<file path="config.mk">
export PLATFORM = sky130hd
export DESIGN_NAME = arb_resp_router
export DESIGN_NICKNAME = d
export VERILOG_FILES = /design/src/rtl/arb_resp_router_pkg.sv /design/src/rtl/src_tag_fifo.sv /design/src/rtl/arb_resp_router.sv
export SDC_FILE = /design/constraint.sdc
export NUM_CORES = 1
export LEC_CHECK = 0
export CORE_MARGIN = 2
export CORE_UTILIZATION = 26
export CTS_CLUSTER_DIAMETER = 120
export DETAILED_ROUTE_END_ITERATION = 10
export PLACE_DENSITY_LB_ADDON = 0.2
export SETUP_SLACK_MARGIN = 0.1
export SYNTH_ARGS = -nofsm -noshare
export SYNTH_HDL_FRONTEND = slang
export SYNTH_HIERARCHICAL = 1
export SYNTH_SLANG_ARGS = --single-unit
</file>
<file path="constraint.sdc">
create_clock -name clock -period 3.1 [get_ports clock]
set_input_delay 0.93 -clock clock [delete_from_list [all_inputs] [get_ports clock]]
set_output_delay 0.93 -clock clock [all_outputs]
set_load 0.01 [all_outputs]
</file>
<file path="src/rtl/arb_resp_router_pkg.sv">
// rtl/arb_resp_router_pkg.sv - shared arbiter types and constants
// Purpose: shared definitions for the two-requester response router.
// Ports: none (package).
package arb_resp_router_pkg;

    // Source tag: index of the requester that won arbitration.
    typedef logic tag_t;

    localparam int NUM_REQ       = 2;
    localparam int DEPTH_DEFAULT = 4;

    // Width of an occupancy count able to hold the value DEPTH itself.
    function automatic int cnt_width(input int depth);
        return $clog2(depth) + 1;
    endfunction

endpackage

</file>
<file path="src/rtl/src_tag_fifo.sv">
// rtl/src_tag_fifo.sv - FIFO of one-bit requester tags for outstanding requests
// Purpose: records the requester of each arbitrated request in issue order.
// Ports:
//   clock, reset         - clock, asynchronous active-high reset
//   push, push_tag       - enqueue a tag (ignored when full)
//   pop                  - dequeue the head tag (ignored when empty)
//   full, empty, count   - occupancy, all from registered state
//   head                 - tag at the read pointer
module src_tag_fifo
    import arb_resp_router_pkg::*;
#(
    parameter int DEPTH = DEPTH_DEFAULT,
    localparam int PTR_W = $clog2(DEPTH),
    localparam int CNT_W = PTR_W + 1
) (
    input  logic             clock,
    input  logic             reset,
    input  logic             push,
    input  tag_t             push_tag,
    input  logic             pop,
    output logic             full,
    output logic             empty,
    output logic [CNT_W-1:0] count,
    output tag_t             head
);

    localparam logic [PTR_W-1:0] PTR_ONE  = 1;
    localparam logic [CNT_W-1:0] CNT_ONE  = 1;
    localparam logic [CNT_W-1:0] CNT_FULL = CNT_W'(DEPTH);

    tag_t             mem_q [DEPTH];
    tag_t             mem_d [DEPTH];
    logic [PTR_W-1:0] wr_ptr_q, wr_ptr_d;
    logic [PTR_W-1:0] rd_ptr_q, rd_ptr_d;
    logic [CNT_W-1:0] count_q, count_d;
    logic             push_ok, pop_ok;

    assign full    = (count_q == CNT_FULL);
    assign empty   = (count_q == '0);
    assign count   = count_q;
    assign head    = mem_q[rd_ptr_q];
    assign push_ok = push & ~full;
    assign pop_ok  = pop & ~empty;

    always_comb begin
        mem_d    = mem_q;
        wr_ptr_d = wr_ptr_q;
        rd_ptr_d = rd_ptr_q;
        count_d  = count_q;
        if (push_ok) begin
            mem_d[wr_ptr_q] = push_tag;
            // Pointers are exactly log2(DEPTH) wide, so they wrap on their own.
            wr_ptr_d = wr_ptr_q + PTR_ONE;
        end
        if (pop_ok) begin
            rd_ptr_d = rd_ptr_q + PTR_ONE;
        end
        case ({push_ok, pop_ok})
            2'b10:   count_d = count_q + CNT_ONE;
            2'b01:   count_d = count_q - CNT_ONE;
            default: count_d = count_q;
        endcase
    end

    always_ff @(posedge clock or posedge reset) begin
        if (reset) begin
            wr_ptr_q <= '0;
            rd_ptr_q <= '0;
            count_q  <= '0;
        end else begin
            wr_ptr_q <= wr_ptr_d;
            rd_ptr_q <= rd_ptr_d;
            count_q  <= count_d;
        end
    end

    // Tag storage needs no reset: entries are only read once count covers them.
    always_ff @(posedge clock) begin
        mem_q <= mem_d;
    end

endmodule

</file>
<file path="src/rtl/arb_resp_router.sv">
// rtl/arb_resp_router.sv - routes in-order responses back to the winning requester
// Purpose: tracks which of two requesters issued each outstanding request and
//          steers the single downstream response stream back in request order.
// Ports:
//   clock, reset                        - clock, asynchronous active-high reset
//   io_req_fire, io_req_src             - arbitrated request and its winner index
//   io_req_allow                        - a tracking entry is free
//   io_resp_valid/ready/bits_*          - downstream response channel
//   io_out_{0,1}_valid/ready/bits_*     - per-requester response channels
//   io_outstanding                      - tracked entry count
//   io_overflow                         - sticky: request fired with no free entry
module arb_resp_router
    import arb_resp_router_pkg::*;
#(
    parameter int DEPTH  = DEPTH_DEFAULT,
    parameter int DATA_W = 64
) (
    input  logic                       clock,
    input  logic                       reset,
    input  logic                       io_req_fire,
    input  logic                       io_req_src,
    output logic                       io_req_allow,
    input  logic                       io_resp_valid,
    output logic                       io_resp_ready,
    input  logic [DATA_W-1:0]          io_resp_bits_data,
    input  logic                       io_resp_bits_error,
    output logic                       io_out_0_valid,
    input  logic                       io_out_0_ready,
    output logic [DATA_W-1:0]          io_out_0_bits_data,
    output logic                       io_out_0_bits_error,
    output logic                       io_out_1_valid,
    input  logic                       io_out_1_ready,
    output logic [DATA_W-1:0]          io_out_1_bits_data,
    output logic                       io_out_1_bits_error,
    output logic [$clog2(DEPTH):0]     io_outstanding,
    output logic                       io_overflow
);

    logic full, empty, pop;
    tag_t head;
    logic overflow_q, overflow_d;

    src_tag_fifo #(.DEPTH(DEPTH)) u_tags (
        .clock    (clock),
        .reset    (reset),
        .push     (io_req_fire),
        .push_tag (tag_t'(io_req_src)),
        .pop      (pop),
        .full     (full),
        .empty    (empty),
        .count    (io_outstanding),
        .head     (head)
    );

    // Allow comes from the registered count only, so the arbiter never sees
    // a loop through its own fire signal.
    assign io_req_allow = ~full;

    // Payload fans out to both channels; only valid is steered by the head tag.
    assign io_out_0_bits_data  = io_resp_bits_data;
    assign io_out_0_bits_error = io_resp_bits_error;
    assign io_out_1_bits_data  = io_resp_bits_data;
    assign io_out_1_bits_error = io_resp_bits_error;

    // Empty is registered, so a tag pushed this cycle cannot route a response
    // until the next cycle.
    always_comb begin
        io_out_0_valid = 1'b0;
        io_out_1_valid = 1'b0;
        io_resp_ready  = 1'b0;
        if (!empty) begin
            if (head == 1'b0) begin
                io_out_0_valid = io_resp_valid;
                io_resp_ready  = io_out_0_ready;
            end else begin
                io_out_1_valid = io_resp_valid;
                io_resp_ready  = io_out_1_ready;
            end
        end
    end

    assign pop = io_resp_valid & io_resp_ready;

    always_comb begin
        overflow_d = overflow_q | (io_req_fire & full);
    end

    always_ff @(posedge clock or posedge reset) begin
        if (reset) begin
            overflow_q <= 1'b0;
        end else begin
            overflow_q <= overflow_d;
        end
    end

    assign io_overflow = overflow_q;

endmodule

</file>
==> metrics.log <==
[metrics] Avg Cell Area, Syn: 8.90 um2
[metrics] Top Ports: 210
[metrics] portion of total power attributed to the clock network: 0.168
[metrics] worst endpoint required time: 2.17 ns
[metrics] footprint of the multi-input gates: 304 um2
[metrics] largest fanout of any net on the critical path: 2
[metrics] reported max-cap violation count: 0
[metrics] VDD IR-drop max: 0.314 mV
[metrics] Mapped Area: 1640 um2
[metrics] path category of the worst min-delay check: flip-flop to flip-flop
[metrics] Worst Setup Path Type: primary input to output port
[metrics] Setup Buffers After CTS: 0
[metrics] number of buffers created by CTS: 3
[metrics] H-tree lvl count: 1
[metrics] final standard cell count with taps included and fillers excluded: 147
[metrics] worst path arrival time: 1.94 ns
[metrics] antenna violations before repair: 0
[metrics] achievable frequency: 0.349 GHz
[metrics] power per cell area: 901 nW/um2
[metrics] share of final-layout standard cells stronger than drive strength 1: 0.139
[metrics] area of the core: 5990 um2
[metrics] 1st-iter DRT viols: 7
[metrics] NumNets Final: 151
[metrics] run status: completed
[metrics] Detailed Place HPWL: 2.62 mm
[metrics] Tot GR Track Use: 0.0813
[metrics] Switching Power: 0.304 mW
[metrics] pin count of the biggest net entering global routing: 8
[metrics] Synth area leaders: sky130_fd_sc_hd__buf_4 (60%), sky130_fd_sc_hd__dfrtp_1 (12%), sky130_fd_sc_hd__edfxtp_1 (7.3%), sky130_fd_sc_hd__ha_1 (3.8%), sky130_fd_sc_hd__inv_1 (2.3%)
[metrics] area taken by flip-flops and latches: 320 um2
[metrics] 1st-pass router iterations: 2
[metrics] placed insts: 143
[metrics] average routed wire per standard cell: 20.8 um
[metrics] total power: 0.845 mW
[metrics] number of max-slew violations in the final report: 0
[metrics] Bufs on Longest Clock Path: 2
[metrics] Sinks on Clock Net: 12
[metrics] TritonCTS clock tree: yes
[metrics] source-to-sink clock delay at the later pin of the worst-skew pair: 0.23 ns
[metrics] number of global-route vias before repair: 639
[metrics] standard-cell row count: 28
[metrics] Final Critical Period: 2.87 ns
[metrics] setup repair after global routing missed its margin: no
[metrics] sequential area share after synthesis: 0.196
[metrics] remaining global-route overflow: 0
[metrics] final count of negative-setup-slack endpoints: 0
[metrics] Netlist cell types: 21
[metrics] kind of capture point of the worst setup path: output port
[metrics] final core utilization: 0.156
[metrics] main combinational cell family by area after synthesis: buffers and inverters
[metrics] top cell type's share of synthesized area: 0.596
[metrics] starting utilization of the core area: 0.273
[metrics] detailed-route wire length: 3.06 mm
[metrics] period utilisation layout: 0.925
[metrics] detailed-route DRC error count: 0
[metrics] vertical die dimension: 83.4 um
[metrics] Die Footprint: 6950 um2
[metrics] via density per instance: 3.85
[metrics] filler instances: 666
[metrics] wire length of the first global-routing pass: 4.33 mm
[metrics] Combinational Power Share: 0.467
[metrics] net switching share of the total power: 0.360
[metrics] final weighted congestion of routability-driven global placement: 0.596
[metrics] count of mapped cells out of synthesis: 184
[metrics] area grow syn2layout: -42.8%
[metrics] Pleak: 0.402 nW
[metrics] part of the total power dissipated in sequential elements: 0.365
[metrics] port bufs: 14
[metrics] Simple-Gate Fraction of Synth Area: 0.0573
[metrics] final clock skew: 0.00100 ns
[metrics] vias post-DR: 566
[metrics] finished layout cell area: 937 um2
[metrics] count of nets left with antenna violations after detail routing: 0
[metrics] horizontal extent of the die: 83.4 um
[metrics] Compound-Gate Fraction of Synth Area: 0.0107
[metrics] number of synthesis warnings: 6
[metrics] Clock Root Buffer: sky130_fd_sc_hd__clkbuf_8
[metrics] Hold Violations, Final: 0
[metrics] leading area contributor after synthesis: sky130_fd_sc_hd__buf_4
[metrics] net count after synthesis: 262
[metrics] share of synthesized area spent on multiplexers: 0.0351
[metrics] post-synthesis share of cell area spent on full adders, half adders and majority gates: 0.0504
[metrics] xor-xnor portion of the synthesized cell area: 0.0321
[metrics] flip-flop and latch count after synthesis: 12
[metrics] Slew HR: 0.799
[metrics] clock-pin slew reported for the worst setup and hold paths after clock tree synthesis: 0.05 ns
[metrics] Slew @ Worst Pin: 0.301 ns
[metrics] diode count: 0
[metrics] final worst hold slack: 0.469 ns
[metrics] Internal Dissipation: 0.540 mW
[metrics] placed cell areas: 896 um2
[metrics] launching element type of the critical path: primary input
## Yosys cell counts
cell,instances
sky130_fd_sc_hd__a21o_1,1
sky130_fd_sc_hd__and2_1,2
sky130_fd_sc_hd__and2_2,2
sky130_fd_sc_hd__buf_4,130
sky130_fd_sc_hd__dfrtp_1,8
sky130_fd_sc_hd__edfxtp_1,4
sky130_fd_sc_hd__fa_1,1
sky130_fd_sc_hd__ha_1,5
sky130_fd_sc_hd__inv_1,10
sky130_fd_sc_hd__mux2_4,1
sky130_fd_sc_hd__mux2i_1,2
sky130_fd_sc_hd__mux4_2,1
sky130_fd_sc_hd__nand2_1,1
sky130_fd_sc_hd__nand2b_1,1
sky130_fd_sc_hd__nor2_1,5
sky130_fd_sc_hd__nor2b_4,1
sky130_fd_sc_hd__nor3_1,1
sky130_fd_sc_hd__nor3b_4,1
sky130_fd_sc_hd__o31a_2,1
sky130_fd_sc_hd__xnor2_1,3
sky130_fd_sc_hd__xor2_1,3
## state kept, by name, indices dropped and copies added, names as in the netlist
register and flops:
io_overflow 1, u_tags/count 3, u_tags/mem_q 4, u_tags/rd_ptr_q 2, u_tags/wr_ptr_q 2
## logic make-up after synthesis
group / after synthesis
compound gates: 2
xor+xnor: 6
fa+ha+maj: 6
buf+inv: 140
flops: 12
mux: 4
simple gates: 14
## worst max-delay path, stage by stage
cell and delay [ns]:
sky130_fd_sc_hd__clkdlybuf4s50_1 0.42, sky130_fd_sc_hd__mux2i_1 0.25, sky130_fd_sc_hd__nor2_1 0.06, sky130_fd_sc_hd__dlygate4sd2_1 0.29
## path summary, 6_finish.rpt
check	end	from	slack [ns]	depth (start not counted)
min in group asynchronous	io_overflow$_DFF_PP0_	reset	0.86	2
worst max register to register	u_tags/count[2]$_DFFE_PP0P_	u_tags/rd_ptr_q[0]$_DFFE_PP0P_	0.57	10
worst min register to register	io_overflow$_DFF_PP0_	io_overflow$_DFF_PP0_	0.47	1
max in group asynchronous	u_tags/count[1]$_DFFE_PP0P_	reset	1.90	2
worst max-delay path	io_resp_ready	io_out_1_ready	0.23	4
worst min-delay path	io_overflow$_DFF_PP0_	io_overflow$_DFF_PP0_	0.47	1
## layout by cell type (no fill, tap or decap), types with 3 or more instances in the layout
cell type	Yosys	routed
sky130_fd_sc_hd__ha_1	5	5
sky130_fd_sc_hd__dfrtp_1	8	8
sky130_fd_sc_hd__inv_1	10	10
sky130_fd_sc_hd__xor2_1	3	3
sky130_fd_sc_hd__xnor2_1	3	3
sky130_fd_sc_hd__dlygate4sd2_1	0	3
sky130_fd_sc_hd__nor2_1	5	5
sky130_fd_sc_hd__clkdlybuf4s50_1	0	11
sky130_fd_sc_hd__clkbuf_8	0	3
sky130_fd_sc_hd__edfxtp_1	4	4
## layer usage
layer / routed length (um) / vias to the layer above / global-route usage
met5: 0 / - / 0.0758
li1: - / 206 / -
met2: 1380 / 123 / 0.115
met4: 162 / 0 / 0.0522
met3: 816 / 21 / 0.0885
met1: 699 / 216 / 0.0614
## through the flow
| stage | setup slack (ns) | setup TNS, ns |
|---|---|---|
| 3_5_place_dp | -0.0525 | -0.124 |
| 6_report | 0.232 | 0 |
| 2_1_floorplan | 0.740 | 0 |
| 4_1_cts | 0.182 | 0 |
| 3_3_place_gp | -0.0635 | -0.140 |
| 5_1_grt | 0.147 | 0 |
## cell type report
class | count | area share
Multi-Input combinational cell | 32 | 0.324
Clock buffer | 3 | 0.0441
Inverter | 10 | 0.0401
Sequential cell | 12 | 0.342
Timing Repair Buffer | 14 | 0.146
Clock inverter | 1 | 0.00401
Tap cell | 75 | 0.100
## power groups by stage
stage	Combinational, mW	Clock [mW]	Sequential, mW
after floorplan	0.423	0	0.306
after global placement	0.411	0	0.309
after detailed placement	0.411	0	0.311
after CTS	0.402	0.148	0.310
after global routing	0.442	0.160	0.322
final	0.394	0.142	0.308
## what timing repair did
item,CTS,global route
gates resized for setup,3,0
setup endpoints to repair,3,0
hold buffers,0,0
No activity file was read; power rests on OpenSTA's default activity.
